## src/rtl/kgp_fetch_pkg.sv

```systemverilog
// Shared types and widths for the instruction fetch slice.
package kgp_fetch_pkg;

    localparam int unsigned PC_W    = 32;
    localparam int unsigned INSTR_W = 32;
    localparam logic [INSTR_W-1:0] NOP_INSTR = 32'h0;

    typedef enum logic {
        RUN  = 1'b0,
        HOLD = 1'b1
    } fetch_state_t;

    // One instruction paired with the PC it was fetched from.
    typedef struct packed {
        logic [INSTR_W-1:0] instr;
        logic [PC_W-1:0]    pc;
    } fetch_slot_t;

endpackage

```

## src/rtl/instruction_fetch_unit_if.sv

```systemverilog
// Fetch unit bus: ROM request/response, decode stream and execute redirect.
interface instruction_fetch_unit_if #(
    parameter int unsigned ADDR_W = 12
);
    import kgp_fetch_pkg::*;

    logic [ADDR_W-1:0]  imem_addr;
    logic [INSTR_W-1:0] imem_data;
    logic               stall;
    logic               redirect_valid;
    logic [PC_W-1:0]    redirect_pc;
    logic               instr_valid;
    logic [INSTR_W-1:0] instr;
    logic [PC_W-1:0]    instr_pc;

    // Fetch unit side.
    modport master (
        output imem_addr,
        output instr_valid,
        output instr,
        output instr_pc,
        input  imem_data,
        input  stall,
        input  redirect_valid,
        input  redirect_pc
    );

    // ROM / decode / execute side.
    modport slave (
        input  imem_addr,
        input  instr_valid,
        input  instr,
        input  instr_pc,
        output imem_data,
        output stall,
        output redirect_valid,
        output redirect_pc
    );

endinterface

```

## src/rtl/instruction_fetch_unit_hold_buffer.sv

```systemverilog
// Single-entry capture of a stalled instruction and its PC, with output select.
module fetch_hold_buffer
    import kgp_fetch_pkg::*;
(
    input  logic        clock,
    input  logic        reset_n,
    input  logic        load,
    input  logic        clear,
    input  logic        sel,
    input  logic        live_valid,
    input  fetch_slot_t live_slot,
    output logic        out_valid_c,
    output fetch_slot_t out_slot_c
);

    fetch_slot_t hold_q;

    // Capture the presented slot when decode stalls it; drop it on redirect.
    always_ff @(posedge clock or negedge reset_n) begin
        if (!reset_n) begin
            hold_q <= '0;
        end else if (clear) begin
            hold_q <= '0;
        end else if (load) begin
            hold_q <= live_slot;
        end
    end

    // Present the held slot while selected, otherwise the live ROM slot zeroed when invalid.
    always_comb begin
        out_valid_c = 1'b0;
        out_slot_c  = '{instr: NOP_INSTR, pc: '0};
        if (sel) begin
            out_valid_c = 1'b1;
            out_slot_c  = hold_q;
        end else if (live_valid) begin
            out_valid_c = 1'b1;
            out_slot_c  = live_slot;
        end
    end

endmodule

```

## src/rtl/instruction_fetch_unit.sv

```systemverilog
// Instruction fetch: PC, ROM addressing, stall hold and redirect squash.
module instruction_fetch_unit
    import kgp_fetch_pkg::*;
#(
    parameter int unsigned     ADDR_W   = 12,
    parameter logic [PC_W-1:0] RESET_PC = 32'h0
)(
    input  logic                      clock,
    input  logic                      reset_n,
    instruction_fetch_unit_if.master  bus
);

    fetch_state_t    state_q, state_d;
    logic [PC_W-1:0] pc_q, pc_d;
    logic [PC_W-1:0] resp_pc_q, resp_pc_d;
    logic            resp_v_q, resp_v_d;
    logic            hold_load;
    logic            hold_clear;
    logic            pres_valid_c;
    fetch_slot_t     live_slot;
    fetch_slot_t     pres_slot_c;

    assign live_slot = '{instr: bus.imem_data, pc: resp_pc_q};

    fetch_hold_buffer u_hold (
        .clock       (clock),
        .reset_n     (reset_n),
        .load        (hold_load),
        .clear       (hold_clear),
        .sel         (state_q == HOLD),
        .live_valid  (resp_v_q),
        .live_slot   (live_slot),
        .out_valid_c (pres_valid_c),
        .out_slot_c  (pres_slot_c)
    );

    // PC, response tag and FSM state registers.
    always_ff @(posedge clock or negedge reset_n) begin
        if (!reset_n) begin
            state_q   <= RUN;
            pc_q      <= RESET_PC;
            resp_pc_q <= '0;
            resp_v_q  <= 1'b0;
        end else begin
            state_q   <= state_d;
            pc_q      <= pc_d;
            resp_pc_q <= resp_pc_d;
            resp_v_q  <= resp_v_d;
        end
    end

    // Next-state: redirect beats stall; a stall on a valid instruction parks it in the hold buffer.
    always_comb begin
        state_d    = state_q;
        pc_d       = pc_q;
        resp_pc_d  = resp_pc_q;
        resp_v_d   = resp_v_q;
        hold_load  = 1'b0;
        hold_clear = 1'b0;

        if (bus.redirect_valid) begin
            pc_d       = bus.redirect_pc;
            resp_v_d   = 1'b0;
            hold_clear = 1'b1;
            state_d    = RUN;
        end else begin
            unique case (state_q)
                RUN: begin
                    resp_pc_d = pc_q;
                    resp_v_d  = 1'b1;
                    if (bus.stall && pres_valid_c) begin
                        // pc_q stays put so the ROM re-reads the next word while we hold.
                        hold_load = 1'b1;
                        state_d   = HOLD;
                    end else begin
                        pc_d = pc_q + PC_W'(1);
                    end
                end
                HOLD: begin
                    if (!bus.stall) begin
                        pc_d    = pc_q + PC_W'(1);
                        state_d = RUN;
                    end
                end
                default: state_d = RUN;
            endcase
        end
    end

    assign bus.imem_addr   = pc_q[ADDR_W-1:0];
    assign bus.instr_valid = pres_valid_c;
    assign bus.instr       = pres_slot_c.instr;
    assign bus.instr_pc    = pres_slot_c.pc;

endmodule

```

## src/flat_wrapper.sv

```systemverilog
// flat-port wrapper written by rule: the top's interface ports become plain ports
module instruction_fetch_unit_flat import kgp_fetch_pkg::*;
#(
    parameter int unsigned     ADDR_W   = 12,
    parameter logic [PC_W-1:0] RESET_PC = 32'h0
)
  (clock, reset_n, bus_imem_addr, bus_instr_valid, bus_instr, bus_instr_pc, bus_imem_data, bus_stall, bus_redirect_valid, bus_redirect_pc);
  instruction_fetch_unit_if #(.ADDR_W(ADDR_W)) bus_i ();
  input  logic clock;
  input  logic reset_n;
  output wire logic [$bits(bus_i.imem_addr)-1:0] bus_imem_addr;
  output wire logic [$bits(bus_i.instr_valid)-1:0] bus_instr_valid;
  output wire logic [$bits(bus_i.instr)-1:0] bus_instr;
  output wire logic [$bits(bus_i.instr_pc)-1:0] bus_instr_pc;
  input wire logic [$bits(bus_i.imem_data)-1:0] bus_imem_data;
  input wire logic [$bits(bus_i.stall)-1:0] bus_stall;
  input wire logic [$bits(bus_i.redirect_valid)-1:0] bus_redirect_valid;
  input wire logic [$bits(bus_i.redirect_pc)-1:0] bus_redirect_pc;
  assign bus_imem_addr = bus_i.imem_addr;
  assign bus_instr_valid = bus_i.instr_valid;
  assign bus_instr = bus_i.instr;
  assign bus_instr_pc = bus_i.instr_pc;
  assign bus_i.imem_data = bus_imem_data;
  assign bus_i.stall = bus_stall;
  assign bus_i.redirect_valid = bus_redirect_valid;
  assign bus_i.redirect_pc = bus_redirect_pc;
  instruction_fetch_unit #(.ADDR_W(ADDR_W), .RESET_PC(RESET_PC)) u_core (.clock(clock), .reset_n(reset_n), .bus(bus_i));
endmodule
```

## config.mk

```make
export PLATFORM = sky130hd
export DESIGN_NAME = instruction_fetch_unit_flat
export DESIGN_NICKNAME = d
export VERILOG_FILES = /design/src/rtl/kgp_fetch_pkg.sv /design/src/rtl/instruction_fetch_unit_if.sv /design/src/rtl/instruction_fetch_unit_hold_buffer.sv /design/src/rtl/instruction_fetch_unit.sv /design/src/flat_wrapper.sv
export SDC_FILE = /design/constraint.sdc
export NUM_CORES = 1
export LEC_CHECK = 0
export CELL_PAD_IN_SITES_DETAIL_PLACEMENT = 1
export CELL_PAD_IN_SITES_GLOBAL_PLACEMENT = 1
export CORE_ASPECT_RATIO = 0.75
export CORE_MARGIN = 3
export CORE_UTILIZATION = 35
export CTS_CLUSTER_SIZE = 10
export DETAILED_ROUTE_END_ITERATION = 10
export MAX_ROUTING_LAYER = met4
export PLACE_DENSITY = 0.77
export SLEW_MARGIN = 20
export SYNTH_ARGS = -nofsm -noshare
export SYNTH_HDL_FRONTEND = slang
export SYNTH_HIERARCHICAL = 1
export SYNTH_SLANG_ARGS = --single-unit
```

## constraint.sdc

```tcl
create_clock -name clock -period 2.98 [get_ports clock]
set_clock_uncertainty 0.15 [all_clocks]
set_input_delay 0.298 -clock clock [delete_from_list [all_inputs] [get_ports clock]]
set_output_delay 0.298 -clock clock [all_outputs]
set_load 0.02 [all_outputs]
```

== Word-level counts from Yosys, hierarchy flattened ==
Cells that the tools add are included.

* Flip-flop bits (word level): 130
* Output and inout bits: 77
* Word-level logic and storage cells: 35

* Add/subtract/negate cells: 1
* Equal/unequal tests: 3
* Multiplexer cells: 19
* Bitwise logic cells: 2
* Reduce and logical (&&, ||, !) cells: 4

{| class="wikitable"
|+ Operators by type and width
! kind !! count
|-
| 64-bit 2-to-1 mux || 4
|-
| 32-bit 2-to-1 mux || 3
|-
| 32-bit case mux with 2 select lines || 1
|-
| 32-bit by 1-bit adder with 32-bit output, second input constant || 1
|-
| 1-bit 2-to-1 mux || 10
|-
| 3-bit inequality test, second input constant || 2
|-
| 2-bit AND reduction || 2
|-
| 2-bit inequality test, second input constant || 1
|-
| 1-bit NOT || 2
|-
| 1-bit case mux with 2 select lines || 1
|-
| 2-bit nonzero test || 1
|-
| 1-bit logical AND || 1
|}

== Longest topological paths before layout ==
Gate-level depths: netlist of run 1.

* Word-level depth: 8
* Depth in mapped cells: 8

== Modules after synthesis ==
Netlist of run 1, hierarchy kept.

{| class="wikitable"
|+ Modules (own cells, without submodules)
! module !! instances !! cells an instance !! area each (um2)
|-
| fetch_hold_buffer || 1 || 290 || 3,280.6
|-
| instruction_fetch_unit || 1 || 301 || 3,261.9
|}

== Least setup slack after synthesis of run 1 ==
OpenSTA, ideal clock, no wires.

* Path type: register to register
* From: register u_core.state_q
* To: register u_core.pc_q[18]
* Arrival time: 2.138 ns
* Required time: 2.699 ns
* Setup slack: 0.561 ns
* Stages on the path, launching flop included: 9
* Path buffers: 2
* Period minus slack after synthesis: 2.419 ns
* Path through: dfrtp_1 -> buf_4 -> or2_1 -> o21ai_1 -> clkbuf_1 -> nand2_1 -> nor3_1 -> xnor2_1 -> o21ai_1

* Word-level cells in the longest chain between the ends: 4
* Elaborated cells between the ends (all ways): 8
* Classes of those cells: eq/ne (2); mux (3); bitwise (1); reduce/logical (2)

{| class="wikitable"
|+ RTL lines
! element !! line !! RTL
|-
| start: declaration || instruction_fetch_unit.sv:13 || <nowiki>fetch_state_t state_q, state_d;</nowiki>
|-
| start signal: assignment || instruction_fetch_unit.sv:45 || <nowiki>state_q <= state_d;</nowiki>
|-
| 1-bit 2-to-1 mux || instruction_fetch_unit_hold_buffer.sv:33 || <nowiki>if (sel) begin</nowiki>
|-
| net bus_instr_valid || flat_wrapper.sv:12 || <nowiki>output wire logic [$bits(bus_i.instr_valid)-1:0] bus_instr_valid;</nowiki>
|-
| 1-bit logical AND || instruction_fetch_unit.sv:71 || <nowiki>if (bus.stall && pres_valid_c) begin</nowiki>
|-
| 3-bit inequality test (no source line) || - ||
|-
| 2-bit AND reduction (no source line) || - ||
|-
| end signal: assignment || instruction_fetch_unit.sv:46 || <nowiki>pc_q <= pc_d;</nowiki>
|-
| end: declaration || instruction_fetch_unit.sv:14 || <nowiki>logic [PC_W-1:0] pc_q, pc_d;</nowiki>
|}

The timed path passes the listed nets, and every way through them passes these cells.
A chain may end at the register's enable or synchronous reset.

== Worst setup path in the final report of run 1 ==
* From: register u_core.resp_v_q
* To: output port bus_instr_pc[29]

* Word-level cells in the longest chain between the ends: 2

{| class="wikitable"
|+ RTL lines
! element !! line !! RTL
|-
| start: declaration || instruction_fetch_unit.sv:16 || <nowiki>logic resp_v_q, resp_v_d;</nowiki>
|-
| start signal: assignment || instruction_fetch_unit.sv:48 || <nowiki>resp_v_q <= resp_v_d;</nowiki>
|-
| 64-bit 2-to-1 mux || instruction_fetch_unit_hold_buffer.sv:36 || <nowiki>end else if (live_valid) begin</nowiki>
|-
| 64-bit 2-to-1 mux || instruction_fetch_unit_hold_buffer.sv:33 ||
|-
| end: declaration || flat_wrapper.sv:14 || <nowiki>output wire logic [$bits(bus_i.instr_pc)-1:0] bus_instr_pc;</nowiki>
|}

Every way passes these cells.

==> run summary, run 1 <==
status -> finished clean
Routed Antenna Nets -> 0
CTS clk-pin slew, worst paths -> 60 ps
Worst EP arrival -> 2430 ps
Skew-Pair Late Insertion Delay -> 420 ps
commonest cells after routing, fill and taps aside -> clkdlybuf4s50_1 (142), dfrtp_1 (129), nor2_1 (69)
Total Neg Setup Slack -> 0 ps
Hold Crit Depth -> 3
Starting Density -> 36.4%
Num CTS Buffers -> 17
routing usage on met1 -> 25.7%
die height -> 124 µm
critical-path maximum fanout -> 40
CP endpoint kind -> output pin
PortBufs -> 144
Clock power frac -> 41.1%
DR pass1 iterations -> 4
Design Area, Final -> 8600 µm²
Req. time, crit path -> 2530 ps
Core Region -> 18000 µm²
Mapped Nets -> 660
Comb power frac -> 18.2%
grt ovf -> 0
Setup Fix Bufs, Post-CTS -> 0
worst slew pin tran -> 792 ps
layout cell share with drive strength beyond 1 -> 12.3%
Tcrit/Tclk final -> 96.7%
Synth Flop Type -> dfrtp_1
Die W -> 164 µm
PD cells -> 596 nW/µm²
Final Critical Period -> 2880 ps
routed len/inst -> 19.3 µm
Max-slew headroom -> 47.2%
Post-synth EDFFs -> 0
global-route wire length before repair -> 30200 µm
average cell area after synthesis -> 11.1 µm²
Max clock buf depth -> 2
max_cap viols -> 0
# DRC -> 0
met2 Usage GRT -> 29.8%
Resized Gates After CTS -> 0
Post-synth ARST share -> 100%
Site Rows -> 42
VDD IR-drop max -> 279 µV
clock root cell -> clkbuf_16
Max Freq -> 0.347 GHz
Die ar. -> 20400 µm²
CTS sink count -> 130
Int Power -> 0.00370 W
sw power -> 0.00143 W
vias in the first global route -> 5519
Slew Limit Fails -> 0
# diodes -> 0
Total Wirelength -> 18600 µm
yosys warns -> 6
routability cong. -> 0.789
global-route usage over all layers -> 19.2%
Vias/cell -> 5.18
DRT iter0 DRCs -> 272
Nets -> 778
CP Launch Type -> flip-flop
WS Path Type -> reg2out
Synth Instances -> 591
Placed Area -> 8000 µm²
synth unique cells -> 36
TritonCTS clock tree -> done
vias -> 4995
Hold Path Class -> in2reg
met3 Usage GRT -> 3.92%
most common cell after layout, fill and taps aside -> clkdlybuf4s50_1
IO Count -> 145
pin count of the biggest net entering global routing -> 79
endpoints failing setup -> 0
Fin. Hold Viols -> 0
FILL cells -> 1960
sequential-to-total area share from yosys stat -> 49.7%
synthesized area -> 6540 µm²
most used routing layer -> met2
initial antenna violation count -> 0
Seq cells post-synth -> 130
Reg power frac -> 40.7%
unrepaired setup endpoints after global routing -> no
worst r2r path cells -> 5
P_leak -> 3.56 nW
Switching Share -> 27.9%
synthesis-to-finish area growth -> 31.5%
CTS H-Tree Depth -> 4
post-DP HPWL -> 12800 µm
## power groups by stage
stage / clock [W] / combinational (W) / sequential, W
6_report: 0.00211 / 0.000934 / 0.00209
2_1_floorplan: 0 / 0.000569 / 0.00205
3_3_place_gp: 0 / 0.000916 / 0.00210
3_5_place_dp: 0 / 0.000941 / 0.00211
5_1_grt: 0.00225 / 0.00101 / 0.00211
4_1_cts: 0.00216 / 0.000949 / 0.00208
## kinds of logic after synthesis
kind of cell	after synthesis	share of synthesized area [%]
adders and majority gates	1	0.191
AOI/OAI and AO/OA	97	11.0
buffers and inverters	60	6.64
xor gates and xnor gates	31	4.15
and+or+nand+nor	174	12.7
muxes	98	15.6
DFF	130	49.7
## critical path, cell delays in order, from the launching register on
cell and delay (ps):
dfrtp_1 410, nor2b_4 430, buf_12 280, a22o_1 240
clkdlybuf4s50_1 630
## layout make-up
type / instances / area, µm² / share of cell area, %
sequential: 130 / 3250 / 37.8
multi-input combinational: 401 / 2870 / 33.4
timing repair buffer: 156 / 1570 / 18.3
clock buffer: 17 / 425 / 4.94
tap: 242 / 303 / 3.52
clock inverter: 15 / 166 / 1.93
inverter: 3 / 11.3 / 0.131
## sequential cells by signal, indices dropped and copies added, names as in the netlist
| name | count |
|---|---|
| u_core/pc_q | 32 |
| u_core/resp_pc_q | 32 |
| u_core/resp_v_q | 1 |
| u_core/state_q | 1 |
| u_core/u_hold/hold_q | 64 |
## through the flow
stage	power, W	cells	util [%]	setup WS (ps)	hold slack [ps]
after global routing	0.00536	964	47.9	20.2	294
after global placement	0.00302	931	44.5	641	236
final	0.00513	964	47.9	97.1	276
after CTS	0.00519	964	47.9	115	267
after detailed placement	0.00305	931	44.5	559	247
after floorplan	0.00262	591	-	561	-148
## synth_stat cells (3+ instances only)
master / instances / area (µm²)
buf_2: 5 / 25.0
nor4_4: 3 / 63.8
nand3_1: 11 / 55.1
nor2_1: 70 / 263
o21ai_0: 18 / 90.1
and3_1: 5 / 31.3
o21ai_1: 16 / 80.1
clkbuf_1: 18 / 67.6
mux2i_1: 65 / 651
nor3_1: 10 / 50.1
a22o_1: 62 / 543
nor4_1: 6 / 37.5
inv_1: 3 / 11.3
nand4_1: 11 / 68.8
xor2_1: 8 / 70.1
nand2_1: 46 / 173
xnor2_1: 23 / 201
dfrtp_1: 130 / 3250
mux2_2: 33 / 372
buf_4: 16 / 120
buf_6: 14 / 158
## metal layers
| layer | routed length, µm | vias up |
|---|---|---|
| li1 | - | 2316 |
| met1 | 8620 | 2541 |
| met2 | 8990 | 122 |
| met3 | 792 | 16 |
| met4 | 206 | 0 |
| met5 | 0 | - |
## path summary, 6_finish.rpt
path                                          start                       end  slack [ps]
hold / removal                  bus_redirect_pc[21]           u_core/pc_q[21]         280
setup reg to reg                    u_core/pc_q[11]           u_core/pc_q[25]         530
max in group asynchronous                   reset_n  u_core/u_hold/hold_q[53]        1620
hold reg to reg            u_core/u_hold/hold_q[54]  u_core/u_hold/hold_q[54]         370
setup / recovery                    u_core/resp_v_q          bus_instr_pc[29]         100
min in group asynchronous                   reset_n      u_core/resp_pc_q[17]         320
## what timing repair did
item,CTS,global route
endpoints found under the setup margin,0,0
hold endpoints to repair,76,0
hold buffers,1,0
No activity file was read; power rests on OpenSTA's default activity.
==> run 2, diff against run 1 <==
Settings changed: RECOVER_POWER set to 25.
==> run summary, run 2 (same netlist as run 1, synthesis figures left out) <==
Vias/cell -> 5.20 (+0.34%)
Worst EP arrival -> 2420 ps (about the same)
most common cell after layout, fill and taps aside -> clkdlybuf4s50_1
Fin. Hold Viols -> 0 (unchanged)
CTS sink count -> 130 (unchanged)
unrepaired setup endpoints after global routing -> no
clock root cell -> clkbuf_16
endpoints failing setup -> 0 (unchanged)
Die ar. -> 20400 µm² (unchanged)
# DRC -> 0 (unchanged)
Core Region -> 18000 µm² (unchanged)
global-route usage over all layers -> 19.2% (unchanged)
global-route wire length before repair -> 30200 µm (unchanged)
Hold Path Class -> in2reg
failing checks -> max-capacitance violations, max-slew violations
register name with the most flops -> u_core/u_hold/hold_q
Starting Density -> 36.4% (unchanged)
worst slew pin tran -> 1970 ps (+1170 ps)
VDD IR-drop max -> 279 µV (-0.20%)
Final Critical Period -> 2870 ps (-10.4 ps)
Num CTS Buffers -> 17 (unchanged)
DR pass1 iterations -> 5 (+1)
IO Count -> 145 (unchanged)
Nets -> 778 (unchanged)
pin count of the biggest net entering global routing -> 79 (unchanged)
initial antenna violation count -> 0 (unchanged)
PD cells -> 596 nW/µm² (about the same)
biggest regs -> u_core/u_hold/hold_q (64), u_core/pc_q (32), u_core/resp_pc_q (32)
PortBufs -> 144 (unchanged)
Req. time, crit path -> 2530 ps (about the same)
Max Freq -> 0.348 GHz (+0.36%)
CP Launch Type -> flip-flop
CP endpoint kind -> output pin
Skew-Pair Late Insertion Delay -> 420 ps (about the same)
Max-slew headroom -> -31.1% (-78 points)
post-DP HPWL -> 12800 µm (unchanged)
routability cong. -> 0.789 (unchanged)
vias in the first global route -> 5519 (unchanged)
grt ovf -> 0 (unchanged)
Power Total -> 0.00512 W (about the same)
max reg flops -> 64 (unchanged)
CTS clk-pin slew, worst paths -> 60 ps (about the same)
Resized Gates After CTS -> 0 (unchanged)
Die W -> 164 µm (unchanged)
WS Path Type -> reg2out
Slew Limit Fails -> 78 (+78)
critical-path maximum fanout -> 40 (unchanged)
layout cell share with drive strength beyond 1 -> 12.3% (unchanged)
TritonCTS clock tree -> done
Site Rows -> 42 (unchanged)
vias -> 5012 (+0.34%)
Setup Fix Bufs, Post-CTS -> 0 (unchanged)
P_leak -> 3.56 nW (-0.15%)
commonest cells after routing, fill and taps aside -> clkdlybuf4s50_1 (142), dfrtp_1 (129), nor2_1 (69)
max_cap viols -> 1 (+1)
Total Wirelength -> 18600 µm (-0.20%)
# diodes -> 0 (unchanged)
Max clock buf depth -> 2 (unchanged)
Routed Antenna Nets -> 0 (unchanged)
CTS H-Tree Depth -> 4 (unchanged)
die height -> 124 µm (unchanged)
routed len/inst -> 19.3 µm (-0.20%)
status -> complete, but fails checks
synthesis-to-finish area growth -> 31.3%
Total Neg Setup Slack -> 0 ps (unchanged)
DRT iter0 DRCs -> 227 (-17%)
Tcrit/Tclk final -> 96.4% (-0.35 points)
## run 2: per-layer routing
layer / wire [µm] / share of wire (%) / GRT usage, %
met5: 0 / 0 / -
met4: 216 / 1.2 / 5.42
met3: 807 / 4.3 / 3.92
met2: 9020 / 49 / 29.8
met1: 8530 / 46 / 25.7
## run 2: power by group
group | switching, W | internal, W
logic | 0.000464 | 0.000467
registers | 0.000163 | 0.00192
clock network | 0.000800 | 0.00131
total | 0.00143 | 0.00369
## run 2: stage by stage
stage / cell area, µm² / utilization [%] / instances / setup slack, ps / hold slack (ps)
detailed placement: 8000 / 44.5 / 931 / 559 / 247
global route: 8590 / 47.8 / 964 / 20.2 / 294
finish: 8590 / 47.8 / 964 / 107 / 276
CTS: 8600 / 47.9 / 964 / 115 / 267
floorplan: 6540 / - / 591 / 561 / -148
global placement: 8000 / 44.5 / 931 / 641 / 236
## run 2: worst paths after layout
kind | from | end | slack [ps] | cells after the start
min in group asynchronous | reset_n | u_core/resp_pc_q[17] | 820 | 2
hold / removal | bus_redirect_pc[21] | u_core/pc_q[21] | 280 | 3
hold reg to reg | u_core/u_hold/hold_q[54] | u_core/u_hold/hold_q[54] | 370 | 2
setup reg to reg | u_core/pc_q[11] | u_core/pc_q[25] | 550 | 5
max in group asynchronous | reset_n | u_core/u_hold/hold_q[53] | 530 | 3
setup / recovery | u_core/resp_v_q | bus_instr_pc[29] | 110 | 4
## run 2: what timing repair did
| item | CTS | global route |
|---|---|---|
| hold buffers | 1 | 0 |
| endpoints found under the setup margin | 0 | 0 |
| hold endpoints to repair | 76 | 0 |
## run 2: layout make-up
type	count	area, µm²
fillers	1963	9380
flip-flops and latches	130	3250
multi-input cells	401	2870
repair buffers	156	1560
clock buffers	17	425
well taps	242	303
clock inverters	15	166
inverters	3	11.3
## run 2: critical path, stage by stage, from the launching register on
cell and delay, ps:
dfrtp_1 420, nor2b_4 420, buf_12 280, a22o_1 240
clkdlybuf4s50_1 630
==> run 3, diff against run 2 <==
Settings changed: CORE_MARGIN 3 to unset, REMOVE_ABC_BUFFERS set to 1.
==> run summary, run 3 (same netlist as run 1, synthesis figures left out) <==
Skew-Pair Late Insertion Delay -> 410 ps (about the same)
Nets -> 780 (+0.26%)
pin count of the biggest net entering global routing -> 78 (-1.3%)
PortBufs -> 144 (unchanged)
synthesis-to-finish area growth -> 30.7%
Final Hold Slack -> 103 ps (-173 ps)
Placed Area -> 8020 µm² (+0.19%)
# diodes -> 0 (unchanged)
register name with the most flops -> u_core/u_hold/hold_q
most used routing layer -> met2
die height -> 120 µm (-3.2%)
Vias/cell -> 5.18 (-0.44%)
grt ovf -> 0 (unchanged)
final cell count without fillers -> 963 (-0.10%)
Tcrit/Tclk final -> 97.7% (+1.3 points)
fin worst setup slack -> 69.2 ps (-38.3 ps)
Max clock buf depth -> 2 (unchanged)
Fin. Hold Viols -> 0 (unchanged)
critical-path maximum fanout -> 44 (+10%)
Max Freq -> 0.344 GHz (-1.3%)
CTS sink count -> 130 (unchanged)
endpoints failing setup -> 0 (unchanged)
global-route wire length before repair -> 29700 µm (-1.5%)
CTS clk-pin slew, worst paths -> 50 ps (about the same)
PD cells -> 570 nW/µm² (-4.5%)
Final Critical Period -> 2910 ps (+38.3 ps)
Hold Path Class -> in2reg
global-route usage over all layers -> 20.4% (+1.2 points)
Design Area, Final -> 8550 µm² (-0.45%)
Place WS -> 511 ps (-47.2 ps)
Power Total -> 0.00487 W (-4.9%)
most common cell after layout, fill and taps aside -> clkdlybuf4s50_1
routed len/inst -> 18.4 µm (-4.5%)
Worst EP arrival -> 2460 ps (+40 ps)
Core Region -> 18000 µm² (unchanged)
max reg flops -> 64 (unchanged)
Max-slew headroom -> -29.3% (+1.8 points)
unrepaired setup endpoints after global routing -> yes
Setup Fix Bufs, Post-CTS -> 0 (unchanged)
routability cong. -> 0.797 (+1.1%)
worst slew pin tran -> 1940 ps (-27.1 ps)
DRT iter0 DRCs -> 282 (+24%)
biggest regs -> u_core/u_hold/hold_q (64), u_core/pc_q (32), u_core/resp_pc_q (32)
CP Launch Type -> flip-flop
# DRC -> 0 (unchanged)
placed insts -> 933 (+0.21%)
TritonCTS clock tree -> done
Site Rows -> 42 (unchanged)
status -> complete, but fails checks
Num CTS Buffers -> 17 (unchanged)
Die W -> 160 µm (-2.4%)
WS Path Type -> reg2out
commonest cells after routing, fill and taps aside -> clkdlybuf4s50_1 (139), dfrtp_1 (129), nor2_1 (69)
routing usage on met1 -> 26.1% (+0.38 points)
CP endpoint kind -> output pin
max_cap viols -> 1 (unchanged)
post-DP HPWL -> 12000 µm (-6.7%)
vias in the first global route -> 5469 (-0.91%)
Routed Antenna Nets -> 0 (unchanged)
initial antenna violation count -> 0 (unchanged)
failing checks -> max-capacitance violations, max-slew violations
DR pass1 iterations -> 4 (-1)
Starting Density -> 36.4% (unchanged)
Total Wirelength -> 17700 µm (-4.5%)
met2 Usage GRT -> 32.5% (+2.7 points)
vias -> 4985 (-0.54%)
layout cell share with drive strength beyond 1 -> 11.9% (-0.40 points)
IO Count -> 145 (unchanged)
clock root cell -> clkbuf_16
Req. time, crit path -> 2530 ps (about the same)
met3 Usage GRT -> 4.60% (+0.67 points)
P_leak -> 3.60 nW (+1.1%)
CTS H-Tree Depth -> 4 (unchanged)
VDD IR-drop max -> 352 µV (+26%)
Slew Limit Fails -> 78 (unchanged)
Die ar. -> 19200 µm² (-5.6%)
FILL cells -> 1927 (-1.8%)
==> run 3: critical path: stages, from the launching register on <==
cell	delay, ps
dfrtp_2	530
buf_4	260
nor2b_4	160
buf_12	240
a22o_1	190
clkdlybuf4s50_1	610
==> run 3: timing repair <==
item                                    CTS  global route
resized for setup                         0             4
endpoints found under the hold margin    74             0
hold buffers                              1             0
endpoints found under the setup margin    0             7
==> run 3: routing by layer <==
| metal | wire length [µm] | part of all wire [%] |
|---|---|---|
| met2 | 8420 | 48 |
| met3 | 717 | 4.0 |
| met5 | 0 | 0 |
| met4 | 289 | 1.6 |
| met1 | 8300 | 47 |
==> run 3: area by class of cell <==
type | instances | area (µm²) | area share (%)
inverters | 3 | 11.3 | 0.132
multi-input cells | 401 | 2870 | 33.6
repair buffers | 158 | 1590 | 18.6
flip-flops and latches | 130 | 3250 | 38.1
clock buffers | 23 | 488 | 5.71
well taps | 242 | 303 | 3.54
clock inverters | 6 | 32.5 | 0.381
==> run 3: final timing paths <==
check,start,depth (start not counted),end,slack (ps)
setup / recovery,u_core/state_q,5,bus_instr_pc[16],70
hold / removal,bus_redirect_valid,2,u_core/u_hold/hold_q[28],100
setup reg to reg,u_core/state_q,7,u_core/pc_q[26],570
hold reg to reg,u_core/u_hold/hold_q[3],2,u_core/u_hold/hold_q[3],370
max in group asynchronous,reset_n,3,u_core/state_q,460
min in group asynchronous,reset_n,2,u_core/u_hold/hold_q[28],830
==> run 3: metrics by stage <==
stage | util, % | TNS, ps
2_1_floorplan | - | -195350
5_1_grt | 47.6 | -50.1
3_3_place_gp | 44.6 | 0
6_report | 47.6 | 0
4_1_cts | 47.6 | 0
3_5_place_dp | 44.6 | 0
==> run 3: power by group <==
group          switching (W)  internal (W)  total, W
clock               0.000733       0.00113   0.00186
sequential          0.000158       0.00192   0.00208
combinational       0.000458      0.000470  0.000928
total                0.00135       0.00352   0.00487
